## src/rtl/input_port_scheduler.sv

```systemverilog
// Round-robin scheduler: settles the input-port mux on a pending port, captures one byte, presents it until ack.
// Latency req->valid is SETTLE_CYC+2 edges; without ack the sample is dropped after TIMEOUT cycles (0 = hold forever).
module input_port_scheduler #(
  parameter int unsigned SETTLE_CYC = 1,
  parameter int unsigned TIMEOUT    = 15
) (
  input  logic       clk,
  input  logic       reset,
  input  logic [3:0] req,
  input  logic [7:0] din,
  input  logic       ack,
  output logic [1:0] sel_port,
  output logic       valid,
  output logic [7:0] dout,
  output logic [1:0] port_id,
  output logic       busy,
  output logic [3:0] overflow,
  output logic       timeout
);

  typedef enum logic [1:0] {IDLE, SETTLE, CAPTURE, PRESENT} state_t;

  localparam logic [3:0] SETTLE_LAST = 4'(SETTLE_CYC - 1);
  localparam logic [7:0] TMO_LAST    = (TIMEOUT == 0) ? 8'd0 : 8'(TIMEOUT - 1);
  localparam bit         TMO_EN      = (TIMEOUT != 0);

  state_t     state, state_nxt;
  logic [3:0] pending;
  logic [3:0] clr_mask;
  logic [1:0] last_grant;
  logic [1:0] grant;
  logic       grant_vld;
  logic [3:0] settle_cnt;
  logic [7:0] tmo_cnt;
  logic       settle_done;
  logic       tmo_expire;

  assign settle_done = (settle_cnt == SETTLE_LAST);
  assign tmo_expire  = TMO_EN && (tmo_cnt == TMO_LAST);
  assign busy        = (state != IDLE);
  // sel_port carries the grant for the whole service, so it doubles as the granted-port register
  assign clr_mask    = (state == CAPTURE) ? (4'b0001 << sel_port) : 4'b0000;

  always_comb begin
    grant     = last_grant;
    grant_vld = 1'b0;
    for (int i = 1; i <= 4; i++) begin
      if (!grant_vld && pending[2'(last_grant + 2'(i))]) begin
        grant     = 2'(last_grant + 2'(i));
        grant_vld = 1'b1;
      end
    end
  end

  always_ff @(posedge clk or posedge reset) begin
    if (reset) begin
      state <= IDLE;
    end else begin
      state <= state_nxt;
    end
  end

  always_comb begin
    state_nxt = state;
    case (state)
      IDLE:    if (grant_vld) state_nxt = SETTLE;
      SETTLE:  if (settle_done) state_nxt = CAPTURE;
      CAPTURE: state_nxt = PRESENT;
      PRESENT: if (ack || tmo_expire) state_nxt = IDLE;
      default: state_nxt = IDLE;
    endcase
  end

  always_ff @(posedge clk or posedge reset) begin
    if (reset) begin
      pending    <= 4'b0000;
      overflow   <= 4'b0000;
      last_grant <= 2'd3;
      sel_port   <= 2'd0;
      valid      <= 1'b0;
      dout       <= 8'h00;
      port_id    <= 2'd0;
      timeout    <= 1'b0;
      settle_cnt <= 4'd0;
      tmo_cnt    <= 8'd0;
    end else begin
      // a new request on the clearing edge re-arms the port instead of counting as lost
      pending  <= (pending & ~clr_mask) | req;
      overflow <= overflow | (req & pending & ~clr_mask);
      timeout  <= 1'b0;
      case (state)
        IDLE: begin
          if (grant_vld) begin
            sel_port   <= grant;
            settle_cnt <= 4'd0;
          end
        end
        SETTLE: begin
          if (!settle_done) settle_cnt <= settle_cnt + 4'd1;
        end
        CAPTURE: begin
          dout       <= din;
          port_id    <= sel_port;
          last_grant <= sel_port;
          valid      <= 1'b1;
          tmo_cnt    <= 8'd0;
        end
        PRESENT: begin
          if (ack) begin
            valid <= 1'b0;
          end else if (tmo_expire) begin
            valid   <= 1'b0;
            timeout <= 1'b1;
          end else if (tmo_cnt != 8'hFF) begin
            tmo_cnt <= tmo_cnt + 8'd1;
          end
        end
        default: ;
      endcase
    end
  end

endmodule

```

## config.mk

```make
export PLATFORM = sky130hd
export DESIGN_NAME = input_port_scheduler
export DESIGN_NICKNAME = d
export VERILOG_FILES = /design/src/rtl/input_port_scheduler.sv
export SDC_FILE = /design/constraint.sdc
export NUM_CORES = 1
export LEC_CHECK = 0
export ABC_AREA = 1
export ABC_CLOCK_PERIOD_IN_PS = 3950
export BUFFER_PORTS_ARGS = -buffer_cell sky130_fd_sc_hd__buf_2
export CORE_UTILIZATION = 60
export DETAILED_ROUTE_END_ITERATION = 8
export GPL_ROUTABILITY_DRIVEN = 0
export GPL_TIMING_DRIVEN = 0
export HOLD_SLACK_MARGIN = 0.03
export PLACE_DENSITY = 0.84
export SYNTH_ARGS = -nofsm -noshare
export SYNTH_HDL_FRONTEND = slang
export SYNTH_SLANG_ARGS = --single-unit
```

## constraint.sdc

```tcl
create_clock -name clk -period 3.95 [get_ports clk]
set_clock_uncertainty 0.2 [all_clocks]
set_input_delay 0.5925 -clock clk [delete_from_list [all_inputs] [get_ports clk]]
set_output_delay 0.5925 -clock clk [all_outputs]
set_load 0.01 [all_outputs]
```

==> metrics.md, run 1 <==
| Metric | Value |
|---|---|
| R2r worst-path depth | `8` |
| CTS tree | `built` |
| Seq/Total Area, Yosys | `44.4%` |
| Crit-path max FO | `4` |
| Die Height | `61.9 um` |
| Largest net degree at the start of global routing | `39` |
| Postcts setup bufs | `0` |
| Die ar. | `3830 um2` |
| Critical path arrival | `1.41 ns` |
| Cell Area, Synth | `2150 um2` |
| Most common flop cell mapped by yosys | `dfrtp_1` |
| DRT Wirelength | `4120 um` |
| Clock buffer depth | `2` |
| Status | `complete, no violations` |
| Reg2reg setup slack | `2.03 ns` |
| Syn nets | `295` |
| Ports | `34` |
| Routed vias/inst | `5.06` |
| Setup ws final | `1.75 ns` |
| Area Growth Syn to Fin | `12.7%` |
| Pleak | `1.31 nW` |
| Fill cell count | `278` |
| Antenna Cells | `0` |
| FFs w/ async S/R, synth | `100%` |
| Fin crit share | `55.8%` |
| RSZ-0062 raised after global routing | `no` |
| Root buf cell | `clkbuf_4` |
| Die W | `61.9 um` |
| Clock latency on the worst-skew pair | `0.34 ns` |
| Initial antenna violation count | `0` |
| Dpl ws | `2.04 ns` |
| Maximum VDD drop | `0.466 mV` |
| Final Setup Violations | `0` |
| TritonCTS buffer count | `5` |
| Hold Path Class | `primary input to asynchronous set/reset pin` |
| Antenna-violating nets left | `0` |
| Total gr overflow | `0` |
| GRT Overall Usage | `25.0%` |
| Port bufs | `33` |
| First-pass GRT wire length | `6980 um` |
| Via Count | `1813` |
| Flops & latches, synth | `38` |
| Netlist cell types | `32` |
| Share of Yosys cell area claimed by the top area cell type | `41.9%` |
| Max Clk Rate | `454 MHz` |
| Hpwl dp | `3050 um` |
| GR Util met3 | `6.21%` |
| Mean Syn Cell Area | `7.93 um2` |
| Core area | `3390 um2` |
| Htree depth | `2` |
| DRT Pass-1 Iters | `4` |
| Minimum clock period after layout | `2.20 ns` |
| Critical Path RT | `3.16 ns` |
| Hold Buf Count CTS | `0` |
| Crit Path Class | `flop to primary output` |
| Iteration-0 DRC count of the detailed router | `109` |
| Cells after Synth | `271` |
| Crit end category | `primary output` |
| Slew Limit Fails | `0` |
| Slew @ Worst Pin | `0.770 ns` |
| Share of post-route cells with drive strength above 1 | `22.8%` |
| Routed len/inst | `11.5 um` |
| Resized cells post-CTS | `0` |
| PwrDens | `664 nW/um2` |
| GRT Max-Usage Layer | `met2` |
| Sink Count | `38` |
| Max-cap check violation count | `0` |
| Initial core utilization | `63.4%` |
| Clk slew on worst S/H paths | `0.11 ns` |
| Number of nets in the layout | `335` |
| Largest cells by area after synthesis | `dfrtp_1, nand2_1, nand3_1, ha_1, inv_1` |
| Met1 usage | `32.2%` |
| Number of synthesized flops with an enable pin | `0` |
| Yosys warns | `0` |
| DR DRC count | `0` |
| Vias in the first global route | `1641` |
| Setup_tns | `0 ns` |
| Rows | `21` |
| Synth area leader | `dfrtp_1` |
| Slew HR | `48.6%` |
| Critical Path Start Type | `flop` |
| M2 GR Usage | `41.8%` |
| Hold Fails Final Rpt | `0` |
-- placed cells by master (no fill, tap or decap), drive strengths merged, types with 3 or more instances in the layout --
master / synthesis / final
nor3: 5 / 5
a21oi: 3 / 3
ha: 9 / 9
nor2: 7 / 7
or2: 5 / 5
buf: 3 / 36
nand3: 24 / 24
dfrtp: 36 / 36
o21ai: 17 / 17
clkinv: 1 / 3
nand2: 114 / 114
inv: 31 / 31
o21bai: 4 / 4
clkbuf: 2 / 8
-- final cells by class --
| type | count | area (um2) | area share, % |
|---|---|---|---|
| Multi-Input combinational cell | 196 | 1030 | 42.6 |
| Sequential cell | 38 | 953 | 39.3 |
| Timing Repair Buffer | 33 | 165 | 6.81 |
| Inverter | 32 | 128 | 5.27 |
| Tap cell | 46 | 57.6 | 2.37 |
| Clock buffer | 6 | 41.3 | 1.70 |
| Buffer | 5 | 35.0 | 1.45 |
| Clock inverter | 2 | 10.0 | 0.413 |
-- state kept, by name (all words and copies together), names as in the netlist, 2 cells and up --
| signal | flops |
|---|---|
| dout | 8 |
| tmo_cnt | 8 |
| overflow | 4 |
| pending | 4 |
| settle_cnt | 4 |
| last_grant | 2 |
| port_id | 2 |
| sel_port | 2 |
| state | 2 |
-- cell families (layout without fill, tap and decap cells) --
family          Yosys count  after routing  share of synthesized area, %
compound gates           28             28                          7.68
xor+xnor                  1              1                         0.408
fa+ha+maj                 9              9                          5.24
buf+inv                  37             78                          7.57
flops                    38             38                          44.4
simple gates            158            158                          34.7
-- cells in the mapped netlist (2+ instances only) --
cell / n
o21bai_1: 4
buf_6: 2
o21ai_1: 10
nand2_1: 101
clkbuf_1: 2
nor3_1: 5
nand2_2: 8
ha_1: 9
or2_2: 5
o211ai_1: 2
nand3_1: 23
inv_1: 29
o21ai_0: 6
dfstp_2: 2
a21oi_1: 3
dfrtp_1: 36
nor2_1: 5
nand2_4: 5
-- per-layer routing --
metal	part of all wire, %	vias to the layer above
li1	-	939
met5	0	-
met1	48	841
met2	48	25
met4	1.3	0
met3	3.3	8
-- worst max-delay path, cell delays in order, from the launching register on --
cell	delay, ns
dfrtp_1	0.43
inv_1	0.10
ha_1	0.26
inv_1	0.13
buf_2	0.15
-- worst paths after layout --
check                           startpoint         end
worst max-delay path              state[0]        busy
worst min-delay path                 reset  port_id[0]
worst max register to register    state[0]  tmo_cnt[0]
worst min register to register     dout[1]     dout[1]
max in group asynchronous            reset  tmo_cnt[7]
min in group clk                    din[0]     dout[0]
-- where the power goes --
group,switching [mW],total (mW),internal [mW]
Sequential,0.0833,0.581,0.498
Combinational,0.537,0.832,0.295
Clock,0.128,0.196,0.0679
Total,0.748,1.61,0.861
-- metrics by stage --
step           total power, mW  utilization (%)  instances  area [um2]  hold slack (ns)
3_5_place_dp              1.42             70.0        350        2370            0.255
5_1_grt                   1.76             71.5        358        2420            0.220
4_1_cts                   1.62             71.5        358        2420            0.196
2_1_floorplan             1.21                -        271        2150            0.263
6_report                  1.61             71.5        358        2420            0.176
3_3_place_gp              1.40             70.0        350        2370            0.249
No activity file was read; power rests on OpenSTA's default activity.
==> run 2, diff against run 1 <==
--- a/config.mk
+++ b/config.mk
@@ -6,14 +6,14 @@
 export NUM_CORES = 1
 export LEC_CHECK = 0
 export ABC_AREA = 1
-export ABC_CLOCK_PERIOD_IN_PS = 3950
+export ABC_CLOCK_PERIOD_IN_PS = 1900
 export BUFFER_PORTS_ARGS = -buffer_cell sky130_fd_sc_hd__buf_2
-export CORE_UTILIZATION = 60
+export CORE_UTILIZATION = 51
 export DETAILED_ROUTE_END_ITERATION = 8
 export GPL_ROUTABILITY_DRIVEN = 0
 export GPL_TIMING_DRIVEN = 0
 export HOLD_SLACK_MARGIN = 0.03
-export PLACE_DENSITY = 0.84
+export PLACE_DENSITY = 0.76
 export SYNTH_ARGS = -nofsm -noshare
 export SYNTH_HDL_FRONTEND = slang
 export SYNTH_SLANG_ARGS = --single-unit
==> constraint.sdc (replaced) <==
create_clock -name clk -period 1.9 [get_ports clk]
set_clock_uncertainty 0.2 [all_clocks]
set_input_delay 0.285 -clock clk [delete_from_list [all_inputs] [get_ports clk]]
set_output_delay 0.285 -clock clk [all_outputs]
set_load 0.01 [all_outputs]
==> run 2 against run 1 <==
Core utilization down 4.0 points. Global-route usage down 1.7 points. Critical path depth unchanged. Via count up 6.8%. Sequential share of layout area down 4.3 points. Total power up 140%. Largest cell class unchanged. Largest power group unchanged.
==> metrics.md, run 2 (synthesis gave the netlist of run 1 again) <==
| Metric | Value |
|---|---|
| Root buf cell | `clkbuf_8 (was clkbuf_4)` |
| Htree depth | `2 (unchanged)` |
| PwrDens | `1400 nW/um2 (was 664 nW/um2)` |
| Regs by FF count | `dout: 8 flops, tmo_cnt: 8 flops (unchanged)` |
| First-pass GRT wire length | `7840 um (was 6980 um)` |
| GRT Overall Usage | `23.3% (was 25.0%)` |
| Routed len/inst | `12.6 um (was 11.5 um)` |
| Sink Count | `38 (unchanged)` |
| Die W | `66.9 um (was 61.9 um)` |
| Largest delay share family, worst path | `flip-flops (unchanged)` |
| Placed cell count | `354 (was 350)` |
| Clock buffer depth | `2 (unchanged)` |
| Slowest cell on crit path | `dfrtp_1 (unchanged)` |
| Critical Path Start Type | `flop (unchanged)` |
| Antenna Cells | `0 (unchanged)` |
| Reg2reg setup slack | `0.08 ns (was 2.03 ns)` |
| Pleak | `1.42 nW (was 1.31 nW)` |
| Routed vias/inst | `5.10 (was 5.06)` |
| FF+latch area | `953 um2 (unchanged)` |
| Crit-path max FO | `4 (unchanged)` |
| Most common library cell in the layout ignoring fill and taps | `nand2_1 (unchanged)` |
| Slew Limit Fails | `0 (unchanged)` |
| Core area | `4030 um2 (was 3390 um2)` |
| Commonest non-fill, non-tap cells in the layout | `nand2_1, dfrtp_1, buf_2, inv_1, nand3_1 (unchanged)` |
| TritonCTS buffer count | `5 (unchanged)` |
| Largest net degree at the start of global routing | `39 (unchanged)` |
| Ports | `34 (unchanged)` |
| Maximum VDD drop | `0.901 mV (was 0.466 mV)` |
| Iteration-0 DRC count of the detailed router | `96 (was 109)` |
| Final hold slack | `0.274 ns (was 0.176 ns)` |
| Slew HR | `47.4% (was 48.6%)` |
| DR DRC count | `0 (unchanged)` |
| Fill cell count | `344 (was 278)` |
| Initial core utilization | `53.4% (was 63.4%)` |
| Crit-path most repeated cell | `inv_1 (unchanged)` |
| Crit path cell chain | `inv_1 > ha_2 > inv_1 > buf_2 (was inv_1 > ha_1 > inv_1 > buf_2)` |
| Die Height | `66.9 um (was 61.9 um)` |
| Crit Path Class | `flop to primary output (unchanged)` |
| Max Clk Rate | `543 MHz` |
| Critical Path RT | `1.41 ns (was 3.16 ns)` |
| Dpl ws | `0.00479 ns (was 2.04 ns)` |
| Clk slew on worst S/H paths | `0.08 ns (was 0.11 ns)` |
| Hpwl dp | `3070 um (was 3050 um)` |
| Clock latency on the worst-skew pair | `0.29 ns (was 0.34 ns)` |
| DRT Wirelength | `4790 um (was 4120 um)` |
| Setup ws final | `0.0594 ns (was 1.75 ns)` |
| Multi-input gate area | `1090 um2 (was 1030 um2)` |
| Share of post-route cells with drive strength above 1 | `25.8% (was 22.8%)` |
| Critical path arrival | `1.36 ns (was 1.41 ns)` |
| Fin crit share | `96.9%` |
| Total gr overflow | `0 (unchanged)` |
| Area Growth Syn to Fin | `26.6% (was 12.7%)` |
| Non-filler instance count after layout | `380 (was 358)` |
| RSZ-0062 raised after global routing | `yes (was no)` |
| Status | `complete, no violations (unchanged)` |
| Pwr Total | `3.81 mW (was 1.61 mW)` |
| Hold Fails Final Rpt | `0 (unchanged)` |
| Largest stage delay, worst path | `0.45 ns (was 0.43 ns)` |
| Max-cap check violation count | `0 (unchanged)` |
| Minimum clock period after layout | `1.84 ns` |
| Via Count | `1937 (was 1813)` |
| Slew @ Worst Pin | `0.787 ns (was 0.770 ns)` |
| Antenna-violating nets left | `0 (unchanged)` |
| Port bufs | `33 (unchanged)` |
| Number of nets in the layout | `353 (was 335)` |
| Crit end category | `primary output (unchanged)` |
| CTS tree | `built (unchanged)` |
| Vias in the first global route | `1805 (was 1641)` |
| Final Setup Violations | `0 (unchanged)` |
| Hold Path Class | `flop to flop (was primary input to asynchronous set/reset pin)` |
| Buf+Inv Stages, Crit Path | `3 (unchanged)` |
| Rows | `23 (was 21)` |
| Initial antenna violation count | `0 (unchanged)` |
| Setup_tns | `0 ns (unchanged)` |
| DRT Pass-1 Iters | `4 (unchanged)` |
| Die ar. | `4480 um2 (was 3830 um2)` |
run 2: area by class of cell:
cell class,count,area share [%]
plain buffers,5,1.43
clock buffers,6,3.03
clock inverters,2,0.460
inverters,32,4.87
multi-input cells,196,39.9
flip-flops and latches,38,35.0
well taps,50,2.30
repair buffers,51,13.0
run 2: routing by layer:
layer	routed length, um	part of all wire [%]	global-route usage [%]	vias up
li1	-	-	-	968
met1	2150	45	28.4	932
met2	2460	51	40.8	29
met3	112	2.3	4.11	8
met4	61	1.3	8.24	0
met5	0	0	0	-
run 2: worst paths after layout:
kind,start,endpoint,cells past startpoint
min in group asynchronous,reset,tmo_cnt[0],3
max in group asynchronous,reset,overflow[1],3
worst max-delay path,state[1],busy,4
worst max register to register,last_grant[0],sel_port[1],11
worst min-delay path,dout[6],dout[6],2
worst min register to register,dout[6],dout[6],2
run 2: worst reg2reg max path, cell delays in order (launching register included):
cell and delay (ns):
dfstp_2 0.55, buf_8 0.13, clkinv_8 0.07, buf_4 0.16, nand2_1 0.07, nand3_2 0.08
nand2_4 0.10, nor2_8 0.05, nand3_1 0.06, nand2_1 0.10, nand2_1 0.09, nand2_1 0.06
run 2: power by group:
part	switching, mW	total (mW)	internal [mW]
logic	1.23	1.99	0.760
registers	0.202	1.24	1.04
clock network	0.294	0.586	0.292
run 2: repair_timing:
item | CTS | global route
hold endpoints to repair | 49 | 0
hold buffers | 14 | 0
cloned | 0 | 1
resized for setup | 1 | 17
buffers inserted | 0 | 3
endpoints found under the setup margin | 2 | 16
pin swaps | 0 | 1
run 2: per-stage QoR:
step                      area (um2)  utilization, %
after floorplan                 2150               -
after global placement          2380            59.0
after detailed placement        2380            59.0
after CTS                       2620            64.9
after global routing            2720            67.5
final                           2720            67.5
